<file path="src/rtl/microcode_sequencer.sv">
// microcode_sequencer: writable-microstore sequencer issuing one registered control word per cycle.
// Optional feature: define MICROSEQ_WAIT_EN to let the microword wait bit stall on mem_ready.
module microcode_sequencer #(
  parameter int CW_W       = 20,
  parameter int SA_W       = 6,
  parameter int OP_W       = 4,
  parameter int FETCH_ADDR = 1
) (
  input  logic                 clock,
  input  logic                 reset_n,
  input  logic                 start,
  input  logic                 abort,
  input  logic [OP_W-1:0]      opcode,
  input  logic                 mem_ready,
  input  logic                 wr_en,
  input  logic                 wr_sel,
  input  logic [SA_W-1:0]      wr_addr,
  input  logic [CW_W+SA_W+2:0] wr_data,
  output logic [CW_W-1:0]      control_out,
  output logic [SA_W-1:0]      state,
  output logic                 busy,
  output logic                 done,
  output logic                 wr_err
);
  localparam int          MW     = CW_W + SA_W + 3;
  localparam int unsigned DEPTH  = 2**SA_W;
  localparam int unsigned ODEPTH = 2**OP_W;
  localparam logic [SA_W-1:0] FETCH = SA_W'(FETCH_ADDR);

  typedef enum logic [1:0] {SEQ_NEXT, SEQ_JUMP, SEQ_DISPATCH, SEQ_HALT} seq_e;
  typedef enum logic {IDLE, RUN} fsm_e;

  fsm_e            cur, nxt;
  logic [MW-1:0]   store    [DEPTH];
  logic [SA_W-1:0] dispatch [ODEPTH];
  logic [SA_W-1:0] upc, upc_n;
  logic [CW_W-1:0] ctrl_n;
  logic            done_n, err_n, stall, wr_ok;
  logic [MW-1:0]   word;
  logic [CW_W-1:0] w_ctrl;
  logic [SA_W-1:0] w_next;
  seq_e            w_seq;
  logic            w_wait;

  assign word   = store[upc];
  assign w_ctrl = word[CW_W-1:0];
  assign w_next = word[CW_W+SA_W-1:CW_W];
  assign w_seq  = seq_e'(word[MW-2:MW-3]);
  assign w_wait = word[MW-1];
  assign wr_ok  = wr_en && (cur == IDLE);

`ifdef MICROSEQ_WAIT_EN
  assign stall = w_wait & ~mem_ready;
`else
  logic unused_wait;
  assign stall       = 1'b0;
  assign unused_wait = w_wait ^ mem_ready;
`endif

  always_comb begin
    nxt    = cur;
    upc_n  = upc;
    ctrl_n = '0;
    done_n = 1'b0;
    err_n  = 1'b0;
    unique case (cur)
      IDLE: begin
        if (start) begin
          nxt   = RUN;
          upc_n = FETCH;
        end
      end
      RUN: begin
        err_n = wr_en;
        if (abort) begin
          nxt   = IDLE;
          upc_n = '0;
        end else begin
          // a stalled word keeps re-issuing its control field with the seq action deferred
          ctrl_n = w_ctrl;
          if (!stall) begin
            unique case (w_seq)
              SEQ_NEXT:     upc_n = upc + 1'b1;
              SEQ_JUMP:     upc_n = w_next;
              SEQ_DISPATCH: upc_n = dispatch[opcode];
              SEQ_HALT: begin
                nxt    = IDLE;
                upc_n  = '0;
                done_n = 1'b1;
              end
            endcase
          end
        end
      end
    endcase
  end

  always_ff @(posedge clock or negedge reset_n) begin
    if (!reset_n) begin
      cur         <= IDLE;
      upc         <= '0;
      control_out <= '0;
      done        <= 1'b0;
      wr_err      <= 1'b0;
      for (int unsigned i = 0; i < ODEPTH; i++) dispatch[i] <= FETCH;
    end else begin
      cur         <= nxt;
      upc         <= upc_n;
      control_out <= ctrl_n;
      done        <= done_n;
      wr_err      <= err_n;
      if (wr_ok && wr_sel) dispatch[wr_addr[OP_W-1:0]] <= wr_data[SA_W-1:0];
    end
  end

  // microword store is deliberately not reset
  always_ff @(posedge clock) begin
    if (wr_ok && !wr_sel) store[wr_addr] <= wr_data;
  end

  assign state = upc;
  assign busy  = (cur == RUN);
endmodule
</file>
<file path="config.mk">
export PLATFORM = sky130hd
export DESIGN_NAME = microcode_sequencer
export DESIGN_NICKNAME = d
export VERILOG_FILES = /design/src/rtl/microcode_sequencer.sv
export SDC_FILE = /design/constraint.sdc
export NUM_CORES = 2
export LEC_CHECK = 0
export BUFFER_PORTS_ARGS = -buffer_cell sky130_fd_sc_hd__buf_2
export CAP_MARGIN = 10
export CORE_MARGIN = 2
export CORE_UTILIZATION = 40
export CTS_CLUSTER_DIAMETER = 120
export DETAILED_ROUTE_END_ITERATION = 12
export HOLD_SLACK_MARGIN = 0.1
export PLACE_DENSITY = 0.66
export SYNTH_ARGS = -nofsm -noshare
export SYNTH_HDL_FRONTEND = slang
export SYNTH_SLANG_ARGS = --single-unit
</file>
<file path="constraint.sdc">
create_clock -name clock -period 4.3 [get_ports clock]
set_input_delay 0.86 -clock clock [delete_from_list [all_inputs] [get_ports clock]]
set_output_delay 0.86 -clock clock [all_outputs]
set_load 0.01 [all_outputs]
</file>
==> impl_metrics.ini <==
[synthesis]
synth_seq_cells = 1917
async_flop_share_pct = 6.52
synth_top_cell_area_share_pct = 72.9
yosysSeqAreaShare_pct = 77.1
yosys_most_used_dff = edfxtp_1
netlist_top_cells_area = edfxtp_1, mux4_2, dfrtp_1
ys_warn_count = 0
synth_cell_type_count = 60
synthTopCellsByCount = edfxtp_1, mux4_2, dfrtp_1
synth_most_common_cell = edfxtp_1
synth_area_per_cell_um2 = 23.8
syn_nets = 3148
netlist.top_cell.by_area = edfxtp_1
synth_area_um2 = 73900
synth_edf_count = 1792
synthCells = 3101

[setup_path]
worstSetupPathType = reg2reg
rr_worst_depth = 9
critPathLaunchType = flip-flop
cp_num_cells = 9
crit_path_top_delay_cell = dfrtp_4
worst-path-max-fanout = 23
crit_path_frequent_cell = buf_4
cp_top_family = compound AO/OA/AOI/OAI gates
critPathBufInv = 2
crit_chain = buf_4 > mux4_2 > a22o_1 > a221oi_1 > o22ai_1 > nor4_1 > buf_4 > a21oi_1 > a221o_1
arrival_ps = 4290
end_kind = flip-flop
cpPeakStageDelay_ps = 850
critPathRequiredTime_ps = 4970

[cts]
cts_buffer_depth = 3
clock_sinks = 1917
clk_latency_ps = 820
post_cts_resize_count = 0
clkTransAtPathRegs_ps = 60
cts_setup_buffers = 0
postCtsHoldBufs = 1
cts_buffers = 178
htree_levels = 4
cts_tree = built
root_buffer = clkbuf_16

[global_route]
grt_max_degree = 70
overflow = 0
grt_antenna_before_repair = 24
grt_pass1_vias = 34700
grt_util_all_layers_pct = 19.0
grt_pass1_wl_um = 254000

[timing]
setup_viol = 0
tightest_slew_ps = 1240
hold_viol_final = 0
fin_crit_ps = 3620
rsz0062_at_grt = no
drv_slew = 0
maxSlewHeadroom_pct = 16.9
tns_ps = 0
finalCritPeriodShare_pct = 84.2
timing.fmax_mhz = 276
skew_ps = 47.1

[routing]
via_per_inst = 5.71
drt-initial-drc-count = 4048
avgRoutedWirePerCell_um = 29.7
routed_wl_um = 178000
via_count = 34100
ant_nets = 0
drc = 0
dr.pass1.iters = 5

[pwr]
p_leak_nw = 26.5
peakVddDrop_mv = 0.456
p_per_area_nw_per_um2 = 561
finalPower_mw = 47.6

[cells_and_area]
drive_gt1_share_pct = 35.9
postLayoutCellArea_um2 = 84700
n_fill_cell = 14700
regArea_um2 = 57000
multiInputGateArea_um2 = 16500
syn2layout_area_growth_pct = 14.7
finalNetCount = 3394

[die]
start_util_pct = 40.3
io_pins = 75
die_width_um = 434
dieArea_um2 = 188000
rows = 157
core_region_area_um2 = 183000
die_h_um = 434

[job]
maxCapViolCount = 0

[place]
place_congestion = 0.797
io_buffers = 72
dp_hpwl_um = 99300
place_area_um2 = 78800

[hold_path]
min_path_cells = 2
hold_path_class = in2reg

[outcome]
status = finished clean
[logic make-up after synthesis]
kind of cell	count (synthesis)	share of synthesized area, %
flops	1917	77.1
buf+inv	174	1.14
compound gates	100	1.01
xor+xnor	2	0.0237
mux	701	19.3
fa+ha+maj	1	0.0169
simple gates	206	1.34
[layer usage]
| layer | routed length, µm | up-vias | GRT usage, % |
|---|---|---|---|
| li1 | - | 13800 | - |
| met3 | 12500 | 270 | 3.27 |
| met1 | 69600 | 18600 | 25.4 |
| met2 | 90600 | 1416 | 32.0 |
| met5 | 68 | - | 0 |
| met4 | 4850 | 10 | 5.93 |
[through the flow]
step,cells,worst slack [ps],utilization [%],hold WS [ps]
4_1_cts,5963,643,46.2,277
3_3_place_gp,5629,435,43.0,483
6_report,5972,681,46.2,336
5_1_grt,5969,521,46.2,315
3_5_place_dp,5629,387,43.0,490
2_1_floorplan,3101,766,-,474
[report_power, final]
part / switching, mW / internal (mW) / leakage [nW]
registers: 0.487 / 20.8 / 17.7
clock network: 6.90 / 8.88 / 2.88
logic: 5.21 / 5.28 / 5.89
total: 12.6 / 35.0 / 26.5
[registers in the layout (all words and copies together) (netlist names)]
signal	count
done	1
control_out	20
state	6
busy	1
wr_err	1
dispatch	96
store	1792
[worst paths after layout]
kind	from	endpoint	slack, ps
worst max-delay path	state[0]	state[3]	680
worst min-delay path	wr_en	wr_err	340
worst max register to register	state[0]	state[3]	680
worst min register to register	dispatch[59]	dispatch[59]	500
min in group asynchronous	reset_n	dispatch[73]	660
max in group asynchronous	reset_n	dispatch[0]	2730
[area by class of cell]
class                           count  area share, %
Sequential cell                  1917           67.2
Inverter                            6         0.0354
Tap cell                         2464           3.64
Multi-Input combinational cell   1010           19.5
Antenna cell                        8         0.0236
Clock buffer                      232           5.73
Timing Repair Buffer              234           2.57
Clock inverter                    101           1.26
[placed cells by master, fill, tap and decap left out, drive strengths merged, types with 21 or more instances in the layout]
cell    count
a22oi      21
and2       24
buf       233
clkbuf    232
clkinv     77
dfrtp     109
edfxtp   1792
mux2      101
mux2i      29
mux4      571
nand2      28
nor2       94
Power figures use the tool's default switching activity.
